$ cat src/rtl/eth_tx_pkg.sv
// Shared definitions for the GMII transmit path: arbiter FSM states and
// default framing/timing constants.
package eth_tx_pkg;

  typedef enum logic [1:0] {
    ST_IDLE  = 2'd0,
    ST_GRANT = 2'd1,
    ST_SEND  = 2'd2,
    ST_GAP   = 2'd3
  } tx_state_e;

  localparam int DEF_N_REQ         = 3;
  localparam int DEF_IFG_CYCLES    = 12;
  localparam int DEF_GRANT_TIMEOUT = 64;
  localparam int DEF_MAX_FRAME     = 1526;

  // Width shared by the byte counter and the grant/gap timer.
  localparam int CNT_W = 16;

endpackage

$ cat src/rtl/rr_arbiter.sv
// Combinational round-robin pick: the first active request found when
// scanning upward from the requester after last_winner, wrapping at N_REQ.
module rr_arbiter #(
  parameter int N_REQ = 3,
  parameter int IDX_W = 2
) (
  input  logic [N_REQ-1:0] req,
  input  logic [IDX_W-1:0] last_winner,
  output logic [N_REQ-1:0] winner
);

  logic found;

  // NOTE: every variable written here gets a value before any branch, so no latch is inferred.
  always_comb begin
    winner = '0;
    found  = 1'b0;
    for (int i = 1; i <= N_REQ; i++) begin
      for (int j = 0; j < N_REQ; j++) begin
        if (!found && req[j] && (j == (int'(last_winner) + i) % N_REQ)) begin
          winner[j] = 1'b1;
          found     = 1'b1;
        end
      end
    end
  end

endmodule

$ cat src/rtl/gmii_tx_arbiter.sv
// Grants one requester at a time onto the shared GMII TX buffer, muxes its
// tx_en/txd with one cycle of latency, and enforces timeout, size and IFG.
module gmii_tx_arbiter
  import eth_tx_pkg::*;
#(
  parameter int N_REQ         = DEF_N_REQ,
  parameter int IFG_CYCLES    = DEF_IFG_CYCLES,
  parameter int GRANT_TIMEOUT = DEF_GRANT_TIMEOUT,
  parameter int MAX_FRAME     = DEF_MAX_FRAME
) (
  input  logic               clk,
  input  logic               rst_n,
  input  logic               eth_10_100m_en,
  input  logic               link,
  input  logic [N_REQ-1:0]   req,
  input  logic [N_REQ-1:0]   tx_en_in,
  input  logic [8*N_REQ-1:0] txd_in,
  output logic [N_REQ-1:0]   grant,
  output logic               gmii_tx_en,
  output logic [7:0]         gmii_txd,
  output logic               busy,
  output logic               timeout_pulse,
  output logic               oversize_pulse
);

  localparam int IDX_W = (N_REQ > 1) ? $clog2(N_REQ) : 1;

  localparam logic [CNT_W-1:0] TMO_LAST  = CNT_W'(GRANT_TIMEOUT - 1);
  localparam logic [CNT_W-1:0] GAP_1G    = CNT_W'(IFG_CYCLES - 1);
  localparam logic [CNT_W-1:0] GAP_SLOW  = CNT_W'(2 * IFG_CYCLES - 1);
  localparam logic [CNT_W-1:0] FRAME_MAX = CNT_W'(MAX_FRAME);
  localparam logic [CNT_W-1:0] CNT_ONE   = CNT_W'(1);

  tx_state_e          state, state_nxt;
  logic [N_REQ-1:0]   grant_nxt;
  logic [IDX_W-1:0]   last_winner, last_nxt;
  logic [CNT_W-1:0]   tmr, tmr_nxt;
  logic [CNT_W-1:0]   byte_cnt, byte_nxt;
  logic               armed;
  logic               tx_en_nxt, to_nxt, ov_nxt;
  logic [7:0]         txd_nxt;
  logic [N_REQ-1:0]   rr_winner;
  logic [IDX_W-1:0]   win_idx;
  logic               w_en;
  logic [7:0]         w_d;
  logic [CNT_W-1:0]   gap_len;

  rr_arbiter #(.N_REQ(N_REQ), .IDX_W(IDX_W)) u_rr (
    .req         (req),
    .last_winner (last_winner),
    .winner      (rr_winner)
  );

  // The registered grant selects the active lane, so other requesters' tx_en never leaks through.
  always_comb begin
    win_idx = '0;
    w_d     = '0;
    for (int j = 0; j < N_REQ; j++) begin
      if (rr_winner[j]) win_idx = IDX_W'(j);
      if (grant[j])     w_d     = w_d | txd_in[8*j +: 8];
    end
    w_en = |(tx_en_in & grant);
  end

  assign gap_len = eth_10_100m_en ? GAP_SLOW : GAP_1G;
  assign busy    = (state != ST_IDLE);

  always_comb begin
    state_nxt = state;
    grant_nxt = grant;
    last_nxt  = last_winner;
    tmr_nxt   = tmr;
    byte_nxt  = byte_cnt;
    tx_en_nxt = 1'b0;
    txd_nxt   = '0;
    to_nxt    = 1'b0;
    ov_nxt    = 1'b0;
    if (!link) begin
      state_nxt = ST_IDLE;
      grant_nxt = '0;
      tmr_nxt   = '0;
      byte_nxt  = '0;
    end else begin
      case (state)
        ST_IDLE: begin
          if (armed && (|req)) begin
            state_nxt = ST_GRANT;
            grant_nxt = rr_winner;
            last_nxt  = win_idx;
            tmr_nxt   = '0;
            byte_nxt  = '0;
          end
        end
        ST_GRANT: begin
          tx_en_nxt = w_en;
          txd_nxt   = w_d;
          if (w_en) begin
            state_nxt = ST_SEND;
            byte_nxt  = CNT_ONE;
          end else if (tmr == TMO_LAST) begin
            state_nxt = ST_GAP;
            grant_nxt = '0;
            to_nxt    = 1'b1;
            tmr_nxt   = gap_len;
          end else begin
            tmr_nxt = tmr + CNT_ONE;
          end
        end
        ST_SEND: begin
          tx_en_nxt = w_en;
          txd_nxt   = w_d;
          // A byte beyond MAX_FRAME is dropped; the frame ends with a truncation pulse.
          if (w_en && (byte_cnt == FRAME_MAX)) begin
            tx_en_nxt = 1'b0;
            txd_nxt   = '0;
            ov_nxt    = 1'b1;
            state_nxt = ST_GAP;
            grant_nxt = '0;
            tmr_nxt   = gap_len;
          end else if (!w_en) begin
            state_nxt = ST_GAP;
            grant_nxt = '0;
            tmr_nxt   = gap_len;
          end else begin
            byte_nxt = byte_cnt + CNT_ONE;
          end
        end
        ST_GAP: begin
          if (tmr == '0) state_nxt = ST_IDLE;
          else           tmr_nxt   = tmr - CNT_ONE;
        end
        default: state_nxt = ST_IDLE;
      endcase
    end
  end

  // NOTE: state uses non-blocking assignments and an async active-low reset; nothing here is a memory.
  always_ff @(posedge clk or negedge rst_n) begin
    if (!rst_n) begin
      state          <= ST_IDLE;
      grant          <= '0;
      last_winner    <= '0;
      tmr            <= '0;
      byte_cnt       <= '0;
      armed          <= 1'b0;
      gmii_tx_en     <= 1'b0;
      gmii_txd       <= '0;
      timeout_pulse  <= 1'b0;
      oversize_pulse <= 1'b0;
    end else begin
      state          <= state_nxt;
      grant          <= grant_nxt;
      last_winner    <= last_nxt;
      tmr            <= tmr_nxt;
      byte_cnt       <= byte_nxt;
      armed          <= 1'b1;
      gmii_tx_en     <= tx_en_nxt;
      gmii_txd       <= txd_nxt;
      timeout_pulse  <= to_nxt;
      oversize_pulse <= ov_nxt;
    end
  end

endmodule

$ cat config.mk
export PLATFORM = sky130hd
export DESIGN_NAME = gmii_tx_arbiter
export DESIGN_NICKNAME = d
export VERILOG_FILES = /design/src/rtl/eth_tx_pkg.sv /design/src/rtl/rr_arbiter.sv /design/src/rtl/gmii_tx_arbiter.sv
export SDC_FILE = /design/constraint.sdc
export NUM_CORES = 1
export LEC_CHECK = 0
export BUFFER_PORTS_ARGS = -buffer_cell sky130_fd_sc_hd__buf_2
export CORE_ASPECT_RATIO = 2
export CORE_MARGIN = 2
export CORE_UTILIZATION = 43
export DETAILED_ROUTE_END_ITERATION = 10
export GPL_TIMING_DRIVEN = 0
export HOLD_SLACK_MARGIN = 0.06
export PLACE_DENSITY = 0.71
export SKIP_LAST_GASP = 1
export SYNTH_ARGS = -nofsm -noshare
export SYNTH_HDL_FRONTEND = slang
export SYNTH_SLANG_ARGS = --single-unit
$ cat constraint.sdc
create_clock -name clk -period 4.4 [get_ports clk]
set_input_delay 0.88 -clock clk [delete_from_list [all_inputs] [get_ports clk]]
set_output_delay 0.88 -clock clk [all_outputs]
set_load 0.05 [all_outputs]
After elaboration in Yosys (flattened, before gate mapping)
Index checks and enable logic that the tools add are counted.

Multiplexer cells: 63. Reductions and logical operators: 40. Div/mod/pow operators: 3. Add/subtract/negate cells: 6. Bitwise logic cells: 3. Eq/ne operators: 22.

Operators with widths (count): 16-bit 2-to-1 mux (11); 2-bit by 32-bit equality test with 1-bit output, first input constant (3); 3-bit by 32-bit equality test with 1-bit output, first input constant (3); 32-bit zero test (3); 32-bit by 3-bit modulo with 32-bit output, second input constant (3); 16-bit one-hot mux with 4 select lines (1); 16-bit one-hot mux with 3 select lines (1); 8-bit 2-to-1 mux (5); 16-bit by 1-bit adder with 16-bit output, second input constant (2); 1-bit 2-to-1 mux (26); 3-bit inequality test, second input constant (8); 1-bit logical AND (19); 3-bit 2-to-1 mux (6); 16-bit by 11-bit equality test with 1-bit output, second input constant (1); 16-bit by 6-bit equality test with 1-bit output, second input constant (1); 16-bit zero test (1); 2-bit 2-to-1 mux (8); 8-bit bitwise OR (2); 8-bit one-hot mux with 2 select lines (1); 16-bit by 1-bit subtractor with 16-bit output, second input constant (1); 5-bit AND reduction (2); 3-bit one-hot mux with 3 select lines (1); 1-bit zero test (8); 4-bit inequality test, second input constant (2); other kinds (14) (18).

Bits in registers: 51. Input bits: 34. Output and inout port bits: 15.

Depth between registers and ports, before layout
Word-level depth: 40. Mapped depth: 10.

Hierarchy
A second synthesis with hierarchy kept.

Cells, all modules: 404. Area, all modules: 3462.1 um2.

By module, submodules not included: gmii_tx_arbiter (cells an instance 388, area each 3348.2 um2, instances 1); rr_arbiter (cells an instance 16, area each 113.9 um2, instances 1).

Least setup slack after synthesis
Ideal clock, no wire load.

Path kind: input to register. Start point: in tx_en_in[0]. End point: reg tmr[14]. Library setup time: 0.135 ns. Buffers on the path: 2. Arrival time: 2.380 ns. Stages on the path: 8. Setup slack: 1.886 ns. Data required time: 4.265 ns. Cells stage by stage: a222oi_1 > buf_2 > nor2_1 > a32o_1 > or2_2 > buf_2 > o21ai_0 > o21ai_0.

Cells in the longest elaborated chain, start to end: 6.

RTL lines: start, declared (line gmii_tx_arbiter.sv:16) `input logic [N_REQ-1:0] tx_en_in,`; 3-bit AND (*) (line gmii_tx_arbiter.sv:62) `w_en = |(tx_en_in & grant);`; 3-bit OR reduction (*) (line gmii_tx_arbiter.sv:62); 1-bit logical AND (line gmii_tx_arbiter.sv:113) `if (w_en && (byte_cnt == FRAME_MAX)) begin`; 16-bit 2-to-1 mux (line gmii_tx_arbiter.sv:113); 16-bit one-hot mux with 4 select lines (line gmii_tx_arbiter.sv:84) `case (state)`; 16-bit 2-to-1 mux (line gmii_tx_arbiter.sv:78) `if (!link) begin`; end signal, assigned (line gmii_tx_arbiter.sv:154) `tmr <= tmr_nxt;`; end, declared (line gmii_tx_arbiter.sv:37) `logic [CNT_W-1:0] tmr, tmr_nxt;`.

Every way passes the cells marked *; elsewhere a longest branch is shown, timed or not. A chain may end at the register's enable or synchronous reset.

Worst setup path in the final report
Start point: reg byte_cnt[0]. End point: reg tmr[6].

Cells in the longest elaborated chain, start to end: 5.

RTL lines: start, declared (line gmii_tx_arbiter.sv:38) `logic [CNT_W-1:0] byte_cnt, byte_nxt;`; start signal, assigned (line gmii_tx_arbiter.sv:155) `byte_cnt <= byte_nxt;`; 16-bit by 11-bit equality test with 1-bit output (*) (line gmii_tx_arbiter.sv:113); 1-bit logical AND (*) (line gmii_tx_arbiter.sv:113); 16-bit 2-to-1 mux (line gmii_tx_arbiter.sv:113); 16-bit one-hot mux with 4 select lines (line gmii_tx_arbiter.sv:84); 16-bit 2-to-1 mux (line gmii_tx_arbiter.sv:78).

Marked as above.

==> out/results.txt <==
For this design the ratio of total power to cell area is 509 mW/mm^2. The run gives 369 MHz as the achievable clock frequency. Summed over all failing endpoints, the final setup total negative slack is 0 ns.

In the final routed layout, each cell accounts on average for 15.2 um. After detailed routing, the number of remaining DRC violations is 0. The number of flip-flops and latches in the synthesized netlist works out to 51. In the global route stage, overall resource usage came out at 21.2%. Sum of overflow across all layers after global routing: 0. The tools report the number of DRC markers in iteration 0 as 363. The number of cells produced by synthesis was 411. Yosys printed 0 warnings. The number of buffers inserted by hold repair at cts is 0, and the via-per-instance ratio is 5.83.

The run gives 5 as the iteration count of the initial detailed-routing pass. Max-cap violations in this run came to 0. The count of buffers added on input and output ports is 48. The initialized floorplan defines 46 standard-cell rows. The root cell of the clock tree is sky130_fd_sc_hd__clkbuf_16. Weighted congestion at the end of routability-driven global placement: 0.941. Counting distinct cell types in the post-synthesis netlist gives 56. For the via count of the first global-routing pass, the log shows 3056.

The proportion of register bits with asynchronous set or reset after synthesis is 100%. In this run, post-CTS repair resized a total of 0 instances. The core region is 0.00783 mm^2.

The clock reaches the later pin of the worst-skew pair after 0.30 ns. In the synthesized netlist the dominant register cell turns out to be sky130_fd_sc_hd__dfrtp_1. Transition time at the pin with the least slew margin: 1.13 ns. The post-layout net count was 511; the number of synthesized flops with an enable pin was 0. The first global-routing pass estimated 14700 um of wire.

STA puts the critical path data required time at 4.61 ns. Cells fill 50.3% of the core in the end. The number of buffers added for setup after CTS is 0, and the data arrival time of the worst path is 2.92 ns. The final-report hold violation count was 0; the x dimension of the die was 67.1 um. The tools report the overall routed net length as 8580 um.

For the relative slew slack, the log shows 24.5%. The CTS H-tree depth was 2; the residual antenna-violating net count after detailed routing was 0. The starting utilization of the core area was 43.8%. The clock passes through at most 2 buffers. After legalization and detailed placement, the total HPWL measured 6080 um. The overall via count from detail_route came out at 3285. Pin count of the biggest net entering global routing: 52. The number of clock sinks seen by CTS was 51; the peak fanout along the critical path was 10.

TritonCTS built the clock tree. The worst path needs 2.71 ns of the cycle, external delays included. The share of the Yosys chip area taken by registers is 37.2%. In this run the cell area of the synthesized design comes to 0.00343 mm^2. Across the VDD grid, the largest voltage drop is 0.307 mV. For the leakage dissipation, the log shows 1.81 nW. The count of cells along the worst hold path works out to 1.

The worst setup path is captured at a flop. In this run the worst hold path is classified as reg2reg. 49 I/O pins were placed. The setup skew after layout was 0.00707 ns; the total CTS buffers was 5.

The number of antenna violations at the first check in global routing came out at 0. The post-synthesis to final-layout area growth was 14.9%. Setup violations remaining at the end of the flow were counted as 0.

The flow ran to the end, and the final reports show no timing, DRC or antenna violations. The y dimension of the die is 130 um. The run gives 456 as the number of nets produced by synthesis. Setup repair after global routing left no endpoint under its margin. Traced cell by cell, the critical path runs through inv_1, ha_1, nor4b_1, nand4_1, a32o_1, nor2_2, nand2_1, clkbuf_1, o21ai_0. The run gives 0 as the number of slew-limit violations in the final report.

The longest individual stage delay on the worst path was 0.44 ns; the mean area per synthesized cell was 8.34 um^2. For the worst flop-to-flop path, the logic depth is 9. The library cell contributing the largest single delay on the critical path was sky130_fd_sc_hd__dfrtp_1. The die covers 0.00874 mm^2.

The layout cell share with drive strength beyond 1 was 16.1%. By startpoint and endpoint, the worst setup path is classified as reg2reg. The worst path uses 61.6% of the clock period.

The tools report the reg2reg setup slack as 1.69 ns. 0 antenna diodes ended up in the layout. Clock-pin slew was measured on the worst setup and hold paths at 0.07 ns. The worst setup path is launched from a flop.
-- worst paths after layout --
check                              from           end
max reg2reg                 byte_cnt[0]        tmr[6]
max in group asynchronous         rst_n        tmr[1]
min in group asynchronous         rst_n       tmr[12]
min                        byte_cnt[10]  byte_cnt[10]
min reg2reg                byte_cnt[10]  byte_cnt[10]
max                         byte_cnt[0]        tmr[6]
-- per-stage QoR --
step	worst slack, ns	instance area (um^2)	total power, mW	hold WS [ns]	instances
2_1_floorplan	1.89	3430	1.36	0.459	411
3_3_place_gp	1.46	3790	1.58	0.510	555
3_5_place_dp	1.46	3790	1.59	0.504	555
4_1_cts	1.72	3940	2.00	0.533	563
5_1_grt	1.37	3940	2.16	0.556	563
6_report	1.69	3940	2.00	0.536	563
-- layer usage --
metal	GRT usage [%]	wire length, um
met1	29.7	3990
met3	3.79	445
met5	0	0
met2	33.7	4040
met4	5.28	112
-- state kept, by name (all words and copies together) (netlist names), 2 cells and up --
name,cells
gmii_txd,8
grant,3
last_winner,2
byte_cnt,16
tmr,16
state,2
-- worst max-delay path, delay by kind of cell (launching register included) --
family / cells / cell delay, ns
AND/OR/NAND/NOR: 4 / 1.00
flip-flops: 1 / 0.44
AO/OA/AOI/OAI: 2 / 0.64
buffers and inverters: 2 / 0.38
adder cells (fa/ha/maj): 1 / 0.17
-- cell type report --
| class | count | area [um^2] |
|---|---|---|
| Fill cell | 802 | 3890 |
| Multi-Input combinational cell | 314 | 1950 |
| Sequential cell | 51 | 1280 |
| Timing Repair Buffer | 48 | 240 |
| Buffer | 29 | 133 |
| Clock buffer | 5 | 125 |
| Tap cell | 96 | 120 |
| Inverter | 17 | 63.8 |
| Clock inverter | 3 | 26.3 |
-- cells by family after synthesis --
| kind of cell | Yosys count | synth area share [%] |
|---|---|---|
| muxes | 6 | 2.19 |
| xor gates and xnor gates | 17 | 4.34 |
| DFF | 51 | 37.2 |
| AOI/OAI and AO/OA | 119 | 21.4 |
| adders and majority gates | 11 | 4.02 |
| buffers and inverters | 46 | 5.73 |
| other | 1 | 0.109 |
| and+or+nand+nor | 160 | 25.0 |
-- power breakdown --
part	internal, mW	leakage [nW]	switching, mW
Clock	0.216	0.0748	0.191
Sequential	0.520	0.704	0.0453
Combinational	0.382	1.03	0.650
-- cells in the mapped netlist, types with 4 or more instances --
cell | instances | area (um^2)
sky130_fd_sc_hd__dfrtp_1 | 51 | 1280
sky130_fd_sc_hd__o21ai_0 | 45 | 225
sky130_fd_sc_hd__inv_1 | 17 | 63.8
sky130_fd_sc_hd__ha_1 | 11 | 138
sky130_fd_sc_hd__nor3b_1 | 5 | 37.5
sky130_fd_sc_hd__o31ai_1 | 6 | 45.0
sky130_fd_sc_hd__o22ai_1 | 4 | 25.0
sky130_fd_sc_hd__nor4_1 | 4 | 25.0
sky130_fd_sc_hd__and3_1 | 14 | 87.6
sky130_fd_sc_hd__a222oi_1 | 9 | 90.1
sky130_fd_sc_hd__buf_2 | 7 | 35.0
sky130_fd_sc_hd__nor2_1 | 42 | 158
sky130_fd_sc_hd__xor2_1 | 7 | 61.3
sky130_fd_sc_hd__and4_1 | 4 | 35.0
sky130_fd_sc_hd__a31oi_1 | 8 | 50.1
sky130_fd_sc_hd__a21oi_1 | 29 | 145
sky130_fd_sc_hd__nand2_1 | 33 | 124
sky130_fd_sc_hd__xnor2_1 | 10 | 87.6
sky130_fd_sc_hd__nor3_1 | 9 | 45.0
sky130_fd_sc_hd__nand3_1 | 19 | 95.1
sky130_fd_sc_hd__clkbuf_1 | 20 | 75.1
sky130_fd_sc_hd__nand4_1 | 7 | 43.8
-- layout by cell type (no fill, tap or decap), types with 2 or more instances in the layout --
master                      instances
sky130_fd_sc_hd__nor4_4             2
sky130_fd_sc_hd__nor3_1             9
sky130_fd_sc_hd__nor4_1             4
sky130_fd_sc_hd__inv_6              2
sky130_fd_sc_hd__mux2i_1            3
sky130_fd_sc_hd__nand4_1            7
sky130_fd_sc_hd__buf_2             55
sky130_fd_sc_hd__and3_1            14
sky130_fd_sc_hd__nor2b_1            3
sky130_fd_sc_hd__nor4_2             2
sky130_fd_sc_hd__nand3_1           19
sky130_fd_sc_hd__nor4b_1            3
sky130_fd_sc_hd__ha_1              11
sky130_fd_sc_hd__nand2_1           33
sky130_fd_sc_hd__and4_1             4
sky130_fd_sc_hd__xnor2_1           10
sky130_fd_sc_hd__nor2_1            42
sky130_fd_sc_hd__dfrtp_1           51
sky130_fd_sc_hd__o22ai_1            4
sky130_fd_sc_hd__clkbuf_1          20
sky130_fd_sc_hd__and2_1             3
sky130_fd_sc_hd__a21oi_1           29
sky130_fd_sc_hd__inv_1             17
sky130_fd_sc_hd__a31oi_1            8
sky130_fd_sc_hd__mux2_4             3
sky130_fd_sc_hd__clkbuf_16          5
sky130_fd_sc_hd__nor3b_1            5
sky130_fd_sc_hd__buf_6              2
sky130_fd_sc_hd__o31ai_1            6
sky130_fd_sc_hd__o2bb2ai_1          2
sky130_fd_sc_hd__a222oi_1           9
sky130_fd_sc_hd__o21ai_0           45
sky130_fd_sc_hd__xor2_1             7
sky130_fd_sc_hd__a22o_1             3
Power figures use the tool's default switching activity.
